[src/rtl/mem_bus_arbiter.sv]
// Shares one Wishbone-style bus between the fetch and data ports. An access takes IDLE -> BUSY -> DONE (3 cycles minimum).
// Bus signals are held stable until ack or timeout; each port stalls until its own DONE cycle.
module mem_bus_arbiter #(
    parameter int unsigned TIMEOUT_CYCLES = 255,
    parameter bit          DATA_PRIORITY  = 1'b1
) (
    input  logic        clk,
    input  logic        rst,
    input  logic        if_ce_i,
    input  logic [31:0] if_addr_i,
    output logic [31:0] if_rdata_o,
    output logic        if_stallreq_o,
    input  logic        d_ce_i,
    input  logic        d_we_i,
    input  logic [31:0] d_addr_i,
    input  logic [3:0]  d_sel_i,
    input  logic [31:0] d_wdata_i,
    output logic [31:0] d_rdata_o,
    output logic        d_stallreq_o,
    input  logic        flush_i,
    output logic        bus_cyc_o,
    output logic        bus_stb_o,
    output logic        bus_we_o,
    output logic [31:0] bus_addr_o,
    output logic [3:0]  bus_sel_o,
    output logic [31:0] bus_wdata_o,
    input  logic [31:0] bus_rdata_i,
    input  logic        bus_ack_i,
    output logic        bus_err_o
);

    typedef enum logic [2:0] {IDLE, D_BUSY, I_BUSY, D_DONE, I_DONE} state_t;

    localparam logic [7:0] CNT_LAST = 8'(TIMEOUT_CYCLES - 1);

    state_t      state_q, state_d;
    logic        cyc_q, cyc_d;
    logic        stb_q, stb_d;
    logic        we_q, we_d;
    logic [31:0] addr_q, addr_d;
    logic [3:0]  sel_q, sel_d;
    logic [31:0] wdata_q, wdata_d;
    logic [31:0] if_rdata_q, if_rdata_d;
    logic [31:0] d_rdata_q, d_rdata_d;
    logic        err_q, err_d;
    logic [7:0]  cnt_q, cnt_d;
    logic        flushed_q, flushed_d;

    logic take_d, take_i, is_d, discard;

    assign take_d  = d_ce_i & (DATA_PRIORITY | ~if_ce_i);
    assign take_i  = if_ce_i & ~take_d;
    assign is_d    = (state_q == D_BUSY);
    // A flush arriving in the ack cycle itself also discards the result.
    assign discard = flushed_q | flush_i;

    always_comb begin
        state_d    = state_q;
        cyc_d      = cyc_q;
        stb_d      = stb_q;
        we_d       = we_q;
        addr_d     = addr_q;
        sel_d      = sel_q;
        wdata_d    = wdata_q;
        if_rdata_d = if_rdata_q;
        d_rdata_d  = d_rdata_q;
        err_d      = 1'b0;
        cnt_d      = cnt_q;
        flushed_d  = flushed_q;
        case (state_q)
            IDLE: begin
                flushed_d = 1'b0;
                cnt_d     = 8'd0;
                if (!flush_i && take_d) begin
                    cyc_d   = 1'b1;
                    stb_d   = 1'b1;
                    we_d    = d_we_i;
                    addr_d  = d_addr_i;
                    sel_d   = d_sel_i;
                    wdata_d = d_wdata_i;
                    state_d = D_BUSY;
                end else if (!flush_i && take_i) begin
                    cyc_d   = 1'b1;
                    stb_d   = 1'b1;
                    we_d    = 1'b0;
                    addr_d  = if_addr_i;
                    sel_d   = 4'b1111;
                    wdata_d = 32'd0;
                    state_d = I_BUSY;
                end
            end
            D_BUSY, I_BUSY: begin
                flushed_d = discard;
                if (bus_ack_i || cnt_q == CNT_LAST) begin
                    cyc_d     = 1'b0;
                    stb_d     = 1'b0;
                    cnt_d     = 8'd0;
                    flushed_d = 1'b0;
                    err_d     = ~bus_ack_i;
                    if (discard) begin
                        state_d = IDLE;
                    end else if (is_d) begin
                        if (!bus_ack_i)     d_rdata_d = 32'd0;
                        else if (!we_q)     d_rdata_d = bus_rdata_i;
                        state_d = D_DONE;
                    end else begin
                        if_rdata_d = bus_ack_i ? bus_rdata_i : 32'd0;
                        state_d    = I_DONE;
                    end
                end else begin
                    cnt_d = cnt_q + 8'd1;
                end
            end
            default: state_d = IDLE;
        endcase
    end

    always_ff @(posedge clk or posedge rst) begin
        if (rst) begin
            state_q    <= IDLE;
            cyc_q      <= 1'b0;
            stb_q      <= 1'b0;
            we_q       <= 1'b0;
            addr_q     <= 32'd0;
            sel_q      <= 4'd0;
            wdata_q    <= 32'd0;
            if_rdata_q <= 32'd0;
            d_rdata_q  <= 32'd0;
            err_q      <= 1'b0;
            cnt_q      <= 8'd0;
            flushed_q  <= 1'b0;
        end else begin
            state_q    <= state_d;
            cyc_q      <= cyc_d;
            stb_q      <= stb_d;
            we_q       <= we_d;
            addr_q     <= addr_d;
            sel_q      <= sel_d;
            wdata_q    <= wdata_d;
            if_rdata_q <= if_rdata_d;
            d_rdata_q  <= d_rdata_d;
            err_q      <= err_d;
            cnt_q      <= cnt_d;
            flushed_q  <= flushed_d;
        end
    end

    assign bus_cyc_o     = cyc_q;
    assign bus_stb_o     = stb_q;
    assign bus_we_o      = we_q;
    assign bus_addr_o    = addr_q;
    assign bus_sel_o     = sel_q;
    assign bus_wdata_o   = wdata_q;
    assign if_rdata_o    = if_rdata_q;
    assign d_rdata_o     = d_rdata_q;
    assign bus_err_o     = err_q;
    assign d_stallreq_o  = d_ce_i & (state_q != D_DONE);
    assign if_stallreq_o = if_ce_i & (state_q != I_DONE);

endmodule

[config.mk]
export PLATFORM = sky130hd
export DESIGN_NAME = mem_bus_arbiter
export DESIGN_NICKNAME = d
export VERILOG_FILES = /design/src/rtl/mem_bus_arbiter.sv
export SDC_FILE = /design/constraint.sdc
export NUM_CORES = 1
export LEC_CHECK = 0
export ABC_CLOCK_PERIOD_IN_PS = 9100
export CAP_MARGIN = 20
export CELL_PAD_IN_SITES_DETAIL_PLACEMENT = 0
export CELL_PAD_IN_SITES_GLOBAL_PLACEMENT = 1
export CORE_ASPECT_RATIO = 0.8
export CORE_UTILIZATION = 34
export CTS_CLUSTER_DIAMETER = 40
export CTS_CLUSTER_SIZE = 30
export DETAILED_ROUTE_END_ITERATION = 7
export HOLD_SLACK_MARGIN = 0.1
export PLACE_DENSITY = 0.82
export SLEW_MARGIN = 25
export SYNTH_ARGS = -nofsm -noshare
export SYNTH_HDL_FRONTEND = slang
export SYNTH_SLANG_ARGS = --single-unit
[constraint.sdc]
create_clock -name clk -period 9.1 [get_ports clk]
set_clock_uncertainty 0.15 [all_clocks]
set_input_delay 2.73 -clock clk [delete_from_list [all_inputs] [get_ports clk]]
set_output_delay 2.73 -clock clk [all_outputs]
set_load 0.02 [all_outputs]
* Word-level counts from Yosys, hierarchy flattened
Index checks and enable logic that the tools add are counted.
Word-level totals: flip-flop bits (word level) 147, latch bits 0, bits in writable memories 0, bits in read-only memories 0, memories kept 0
Cells by class: add/subtract/negate cells 1, multipliers 0, div/mod/pow operators 0, $lt $le $gt $ge 0, equal/unequal tests 8, shift-type cells 0, mux-type cells 27, bitwise operators 8, reductions and logical operators 13
Operator list (number):
- $mux 32 | 7
- $pmux 8 s2 | 1
- $mux 3 | 5
- $add 8x1->8 const B | 1
- $eq 8x8->1 const B | 1
- $mux 1 | 8
- $mux 4 | 2
- $mux 8 | 1
- $ne 3x3->1 const B | 2
- $pmux 3 s2 | 1
- $reduce_and 5->1 | 1
- $ne 2x2->1 const B | 2
- $not 1->1 | 4
- $pmux 1 s2 | 2
- $reduce_and 2->1 | 2
- $reduce_and 4->1 | 1
- $reduce_bool 2->1 | 2
- $and 1x1->1 | 3
- $eq 3x1->1 const B | 1
- $eq 3x2->1 const B | 1
- $logic_not 3->1 | 1
- $ne 3x2->1 const B | 1
- $reduce_and 3->1 | 1
- $logic_and 1x1->1 | 2
- 4 further kinds | 4

* Longest topological paths before layout
Gate-level depths: netlist of the first run.
depth in word-level cells 6, mapped depth 7, gate-level depth less buffers 6

* Least setup slack after synthesis of the first run
Ideal clock, no wire load.
path kind input -> output, start point in if_ce_i, end point out if_stallreq_o, arrival time 3239 ps, data required time 6220 ps, setup slack 2981 ps, stages 1, path buffers 0, cell sequence a21boi_0
Between the ends: longest elaborated chain between the ends 1
Ends and longest elaborated chain:
- start, declared | line 9 | input logic if_ce_i,
- $and 1x1->1 | line 158 | assign if_stallreq_o = if_ce_i & (state_q != I_DONE);
- end, declared | line 12 | output logic if_stallreq_o,
No other way between the ends.

* Worst setup path after layout of the first run
start point in d_ce_i, end point out d_stallreq_o
Between the ends: longest elaborated chain between the ends 1
Ends and longest elaborated chain:
- start, declared | line 13 | input logic d_ce_i,
- $and 1x1->1 | line 157 | assign d_stallreq_o = d_ce_i & (state_q != D_DONE);
- end, declared | line 19 | output logic d_stallreq_o,
No other way between the ends.

==> summary.md, run 1 <==
| Metric | Value |
|---|---|
| WL per Instance | `18.0 um` |
| Synth Area per Inst | `11.5 um^2` |
| Crit Path Class | `input port to primary output` |
| Cell count after synthesis | `528` |
| Max Cap Viol | `0` |
| Die X | `151 um` |
| Largest net degree at the start of global routing | `83` |
| Hold Path End | `bus_addr_o[1]$_DFFE_PP0P_` |
| Clk buf depth | `2` |
| Most used DFF post-synth | `dfrtp_1` |
| First-pass GRT wire length | `28.0 mm` |
| Final Cycle Share | `0.781` |
| # diodes | `0` |
| Initial DRC count | `210` |
| Critical Path Start Type | `input port` |
| CTS resizes | `0` |
| Routed Wire Length | `18.5 mm` |
| Fmax | `141 MHz` |
| Most common cell in the netlist | `dfrtp_1` |
| # fillers | `1501` |
| Reg2Reg Depth | `5` |
| HP Start | `bus_addr_o[1]$_DFFE_PP0P_` |
| Fraction of registers with async set/reset | `1.00` |
| Setup repair bufs after CTS | `0` |
| Fin cells | `1024` |
| FF-to-FF Start | `state_q[2]$_DFFE_PP0P_` |
| Inst Count DP | `992` |
| Vias/cell | `5.04` |
| PnR Total Power | `0.00314 W` |
| Synth cell count leaders | `dfrtp_1, nand2_1, o21ai_0` |
| ANT nets after route | `0` |
| Critical path data arrival time | `4.23 ns` |
| Ys Warns | `0` |
| First-pass DRT Iterations | `4` |
| Layout Nets | `927` |
| R2R setup slack | `6.62 ns` |
| Clk root buf | `clkbuf_16` |
| PwrDens | `329 mW/mm^2` |
| Worst-margin pin slew | `0.956 ns` |
| CP Launch Point | `d_ce_i` |
| # setup viols final | `0` |
| Placed wire-length estimate | `13.4 mm` |
| Yosys cell types | `46` |
| Htree depth | `4` |
| Worst r2r dst | `d_rdata_o[30]$_DFFE_PP0P_` |
| Starting Density | `0.348` |
| Worst-path cell with the longest stage delay | `clkdlybuf4s50_1` |
| Clock slew at reported path FFs | `0.06 ns` |
| Row Count | `43` |
| Area grow syn2layout | `57.2%` |
| Register area share after synthesis | `0.606` |
| Biggest area consumer among synthesized cells | `dfrtp_1` |
| Peak supply drop | `0.000166 V` |
| Core area | `0.0174 mm^2` |
| # hold bufs at CTS | `0` |
| Worst hold path class | `flip-flop to flip-flop` |
| CP max stage delay | `0.68 ns` |
| All-Layer GR Usage | `0.202` |
| Crit path max fanout | `7` |
| Final Hold Viols | `0` |
| Clk_lat worst skew | `0.41 ns` |
| Share of cells above drive strength 1 | `0.0626` |
| Most frequent CP cell | `clkdlybuf4s50_1` |
| Synth top area cells | `dfrtp_1, a22o_1, o21ai_0` |
| Top-area cell type share of the netlist area | `0.606` |
| Pre-CTS WS | `2.02 ns` |
| Hold path depth | `2` |
| Worst EP required | `6.22 ns` |
| CTS tree | `built` |
| # IOs | `277` |
| Min cycle time layout | `7.11 ns` |
| CTS Sinks | `147` |
| DR DRC count | `0` |
| Vias in the first global route | `5083` |
| Vias | `5156` |
| Worst Slack Setup Final | `1.99 ns` |
| Die Height | `122 um` |
| #FFs+latches synth | `147` |
| Initial antenna violation count | `0` |
| Die area | `0.0184 mm^2` |
| Post-Syn Area | `0.00607 mm^2` |
| Status | `complete, no violations` |
| Relative slew slack | `0.360` |
| TNS Setup | `0 ns` |
| Syn nets | `669` |
| Total CTS buffers | `17` |
| Grt ovf | `0` |
| IO Port Bufs | `276` |
| Leakage | `4.22 nW` |
| RSZ-0062 raised after global routing | `false` |
| Ordered list of cells on the worst path | `clkdlybuf4s50_1 -> o21a_1 -> clkdlybuf4s50_1` |
| CP Capture Type | `primary output` |
| Slew Viols, Final | `0` |
| EDFF count, synth | `0` |
| Gp weighted congestion | `0.774` |
## kinds of logic (layout without fill, tap and decap cells)
logic type / after synthesis / count (layout) / share of synthesized area
AOI/OAI and AO/OA: 195 / 195 / 0.216
xor gates and xnor gates: 2 / 2 / 0.00412
adders and majority gates: 2 / 2 / 0.00412
buffers and inverters: 46 / 317 / 0.0379
DFF: 147 / 147 / 0.606
muxes: 32 / 32 / 0.0527
and+or+nand+nor: 104 / 104 / 0.0795
## critical path: cells and delay by family
| family | cells | cell delay [ns] |
|---|---|---|
| buffers and inverters | 2 | 1.31 |
| AOI/OAI and AO/OA | 1 | 0.19 |
## metrics by stage
step / cell area (um^2) / hold WS [ns] / util
global placement: 8960 / 0.315 / 0.514
CTS: 9540 / 0.334 / 0.547
detailed placement: 8960 / 0.320 / 0.514
finish: 9550 / 0.327 / 0.548
global route: 9550 / 0.362 / 0.548
floorplan: 6070 / 0.336 / -
## where the power goes
group	leakage, nW	internal, W	switching (W)
Clock	0.275	0.000384	0.000296
Combinational	2.07	0.000674	0.000704
Sequential	1.88	0.000916	0.000162
Total	4.22	0.00197	0.00116
## routing by layer
layer,up-vias,share of wire,track usage
li1,2429,-,-
met1,2570,0.43,0.259
met2,131,0.50,0.323
met3,26,0.054,0.0652
met4,0,0.019,0.0631
met5,-,0,0
## cell usage in the layout (no fill, tap or decap), types with 3 or more instances in the layout
cell             count
a21oi_1              6
a31oi_1              3
mux2i_1             32
inv_6                6
a22o_1              65
buf_4                5
clkdlybuf4s50_1    276
nor3_1               3
o21ai_0             71
clkbuf_16           17
o22a_1               4
clkinvlp_4           3
nand3_1              3
dfrtp_1            147
nor2_1               5
o21ai_1             30
nand2_1             74
## flip-flops by register name, summed over array words and instances (netlist names), 3 cells and up
signal,count
bus_addr_o,32
cnt_q,8
bus_sel_o,4
d_rdata_o,32
if_rdata_o,32
state_q,3
bus_wdata_o,32
## how the worst max path moves through the flow
stage / end / slack, ns / depth (start not counted)
2_1_floorplan: bus_addr_o[0]$_DFFE_PP0P_ / 2.27 / 1
3_3_place_gp: if_stallreq_o / 2.03 / 3
3_5_place_dp: if_stallreq_o / 2.02 / 3
4_1_cts: if_stallreq_o / 2.02 / 3
5_1_grt: d_stallreq_o / 1.93 / 3
6_report: d_stallreq_o / 1.99 / 3
## final cells by class
| class | count | area [um^2] | share of cell area |
|---|---|---|---|
| Clock inverter | 15 | 146 | 0.0153 |
| Inverter | 3 | 16.3 | 0.00170 |
| Tap cell | 225 | 282 | 0.0295 |
| Clock buffer | 17 | 425 | 0.0446 |
| Multi-Input combinational cell | 335 | 2190 | 0.229 |
| Sequential cell | 147 | 3680 | 0.385 |
| Timing Repair Buffer | 282 | 2810 | 0.295 |
Note: power is estimated with default switching activity, not from simulation.
==> run 2, diff against run 1 <==
--- a/config.mk
+++ b/config.mk
@@ -5,17 +5,17 @@
 export SDC_FILE = /design/constraint.sdc
 export NUM_CORES = 1
 export LEC_CHECK = 0
-export ABC_CLOCK_PERIOD_IN_PS = 9100
+export ABC_CLOCK_PERIOD_IN_PS = 5780
 export CAP_MARGIN = 20
 export CELL_PAD_IN_SITES_DETAIL_PLACEMENT = 0
 export CELL_PAD_IN_SITES_GLOBAL_PLACEMENT = 1
 export CORE_ASPECT_RATIO = 0.8
-export CORE_UTILIZATION = 34
+export CORE_UTILIZATION = 28
 export CTS_CLUSTER_DIAMETER = 40
 export CTS_CLUSTER_SIZE = 30
 export DETAILED_ROUTE_END_ITERATION = 7
 export HOLD_SLACK_MARGIN = 0.1
-export PLACE_DENSITY = 0.82
+export PLACE_DENSITY = 0.72
 export SLEW_MARGIN = 25
 export SYNTH_ARGS = -nofsm -noshare
 export SYNTH_HDL_FRONTEND = slang
==> constraint.sdc (replaced) <==
create_clock -name clk -period 5.78 [get_ports clk]
set_clock_uncertainty 0.15 [all_clocks]
set_input_delay 1.734 -clock clk [delete_from_list [all_inputs] [get_ports clk]]
set_output_delay 1.734 -clock clk [all_outputs]
set_load 0.02 [all_outputs]
==> run 2 against run 1 <==
  * Wire length is 4.5% higher
  * Power is 59% higher
  * Global-route usage is 2.8 points lower
  * Register-to-register slack worse by 3.1 ns
  * Largest cell class unchanged
==> summary.md, run 2 (synthesized netlist as in run 1, its figures left out) <==
| Metric | Value |
|---|---|
| # hold bufs at CTS | `0 (unchanged)` |
| CTS tree | `built (unchanged)` |
| Fmax | `195 MHz` |
| Smallest hold slack | `0.328 ns (was 0.327 ns)` |
| Largest net degree at the start of global routing | `148 (was 83)` |
| Most frequent CP cell | `clkdlybuf4s50_1 (unchanged)` |
| Total CTS buffers | `17 (unchanged)` |
| IO Port Bufs | `276 (unchanged)` |
| WL per Instance | `18.0 um (about the same)` |
| Min cycle time layout | `5.12 ns` |
| Core area | `0.0210 mm^2 (was 0.0174 mm^2)` |
| PwrDens | `516 mW/mm^2 (was 329 mW/mm^2)` |
| Row Count | `47 (was 43)` |
| Gp weighted congestion | `0.782 (was 0.774)` |
| Critical path data arrival time | `3.24 ns (was 4.23 ns)` |
| Share of cells above drive strength 1 | `0.0638 (was 0.0626)` |
| Final Hold Viols | `0 (unchanged)` |
| CP Capture Type | `primary output (unchanged)` |
| Vias in the first global route | `5190 (was 5083)` |
| First-pass GRT wire length | `30.0 mm (was 28.0 mm)` |
| Initial antenna violation count | `0 (unchanged)` |
| # IOs | `277 (unchanged)` |
| HP Start | `bus_addr_o[2]$_DFFE_PP0P_ (was bus_addr_o[1]$_DFFE_PP0P_)` |
| Die Height | `134 um (was 122 um)` |
| CTS Sinks | `147 (unchanged)` |
| Hold path depth | `2 (unchanged)` |
| FF-to-FF Start | `cnt_q[0]$_DFFE_PP0P_ (was state_q[2]$_DFFE_PP0P_)` |
| Status | `complete, no violations (unchanged)` |
| Most frequent cells in the layout | `clkdlybuf4s50_1, dfrtp_1, nand2_1 (unchanged)` |
| Setup repair bufs after CTS | `0 (unchanged)` |
| Peak supply drop | `0.000242 V (was 0.000166 V)` |
| Routed Wire Length | `19.3 mm (was 18.5 mm)` |
| Relative slew slack | `0.472 (was 0.360)` |
| Grt ovf | `0 (unchanged)` |
| Vias | `5146 (was 5156)` |
| Clk root buf | `clkbuf_16 (unchanged)` |
| CTS resizes | `0 (unchanged)` |
| Worst EP required | `3.90 ns (was 6.22 ns)` |
| Htree depth | `4 (unchanged)` |
| ANT nets after route | `0 (unchanged)` |
| Vias/cell | `4.81 (was 5.04)` |
| Leakage | `4.25 nW (was 4.22 nW)` |
| Critical Path Start Type | `input port (unchanged)` |
| Crit path max fanout | `4 (was 7)` |
| RSZ-0062 raised after global routing | `false (unchanged)` |
| First-pass DRT Iterations | `4 (unchanged)` |
| Worst-path cell with the longest stage delay | `clkdlybuf4s50_1 (unchanged)` |
| All-Layer GR Usage | `0.174 (was 0.202)` |
| Crit Path Class | `input port to primary output (unchanged)` |
| CP max stage delay | `0.67 ns (was 0.68 ns)` |
| Clk buf depth | `2 (unchanged)` |
| Hold Path End | `bus_addr_o[2]$_DFFE_PP0P_ (was bus_addr_o[1]$_DFFE_PP0P_)` |
| Clk_lat worst skew | `0.41 ns (about the same)` |
| Layout Nets | `928 (was 927)` |
| Slew Viols, Final | `0 (unchanged)` |
| # setup viols final | `0 (unchanged)` |
| Starting Density | `0.289 (was 0.348)` |
| # diodes | `0 (unchanged)` |
| Area grow syn2layout | `58.7% (was 57.2%)` |
| TNS Setup | `0 ns (unchanged)` |
| Commonest non-fill, non-tap cell in the layout | `clkdlybuf4s50_1 (unchanged)` |
| Initial DRC count | `323 (was 210)` |
| Worst r2r dst | `d_rdata_o[30]$_DFFE_PP0P_ (unchanged)` |
| Reg2Reg Depth | `7 (was 5)` |
| DR DRC count | `0 (unchanged)` |
| R2R setup slack | `3.52 ns (was 6.62 ns)` |
| Worst-margin pin slew | `0.791 ns (was 0.956 ns)` |
| Ordered list of cells on the worst path | `clkdlybuf4s50_1 -> a21boi_0 -> clkdlybuf4s50_1 (was clkdlybuf4s50_1 -> o21a_1 -> clkdlybuf4s50_1)` |
| Max Cap Viol | `0 (unchanged)` |
| Die X | `167 um (was 151 um)` |
| Clock slew at reported path FFs | `0.06 ns (about the same)` |
| Die area | `0.0223 mm^2 (was 0.0184 mm^2)` |
| Worst hold path class | `flip-flop to flip-flop (unchanged)` |
| Placed wire-length estimate | `13.8 mm (was 13.4 mm)` |
| Final Cycle Share | `0.886` |
==> run 2: cell count changes in the layout (fill, tap and decap cells not counted) <==
cell,before,now
buf_12,0,2
buf_16,0,1
buf_2,0,1
buf_4,5,4
buf_6,1,0
clkdlybuf4s50_1,276,275
clkinv_2,2,4
clkinv_4,2,1
clkinvlp_4,3,1
inv_8,2,3
o31a_1,0,1
o31a_2,1,0
==> run 2: critical path: cells and delay by family <==
family / cells / cell delay (ns)
compound gates: 1 / 0.26
buf+inv: 2 / 1.24
==> run 2: layout make-up <==
cell class                 instances  area, um^2
fill                            1912       11400
sequential                       147        3680
timing repair buffer             283        2860
multi-input combinational        335        2180
clock buffer                      17         425
tap                              269         337
clock inverter                    15         145
inverter                           3        15.0
==> run 2: layer usage <==
layer / vias up / share of wire / GRT usage
li1: 2431 / - / -
met1: 2552 / 0.43 / 0.216
met2: 138 / 0.51 / 0.298
met3: 25 / 0.046 / 0.0407
met4: 0 / 0.019 / 0.0602
met5: - / 0 / 0
==> run 2: how the worst max path moves through the flow <==
stage | startpoint | to | slack (ns) | cells past startpoint
2_1_floorplan | if_ce_i | if_stallreq_o | 1.65 | 1
3_3_place_gp | d_ce_i | d_stallreq_o | 0.75 | 3
3_5_place_dp | if_ce_i | if_stallreq_o | 0.71 | 3
4_1_cts | if_ce_i | if_stallreq_o | 0.70 | 3
5_1_grt | if_ce_i | if_stallreq_o | 0.63 | 3
6_report | if_ce_i | if_stallreq_o | 0.66 | 3
==> run 2: power breakdown <==
group / internal [W] / switching, W
clock: 0.000607 / 0.000473
combinational: 0.00108 / 0.00111
sequential: 0.00144 / 0.000263
==> run 2: metrics by stage <==
stage | total power [W] | worst slack (ns) | utilization | std cells | cell area, um^2
after floorplan | 0.00277 | 1.65 | - | 528 | 6080
after global placement | 0.00388 | 0.752 | 0.430 | 1036 | 9040
after CTS | 0.00503 | 0.705 | 0.458 | 1068 | 9610
final | 0.00498 | 0.656 | 0.459 | 1069 | 9640
after detailed placement | 0.00392 | 0.712 | 0.430 | 1036 | 9040
after global routing | 0.00525 | 0.634 | 0.459 | 1069 | 9640
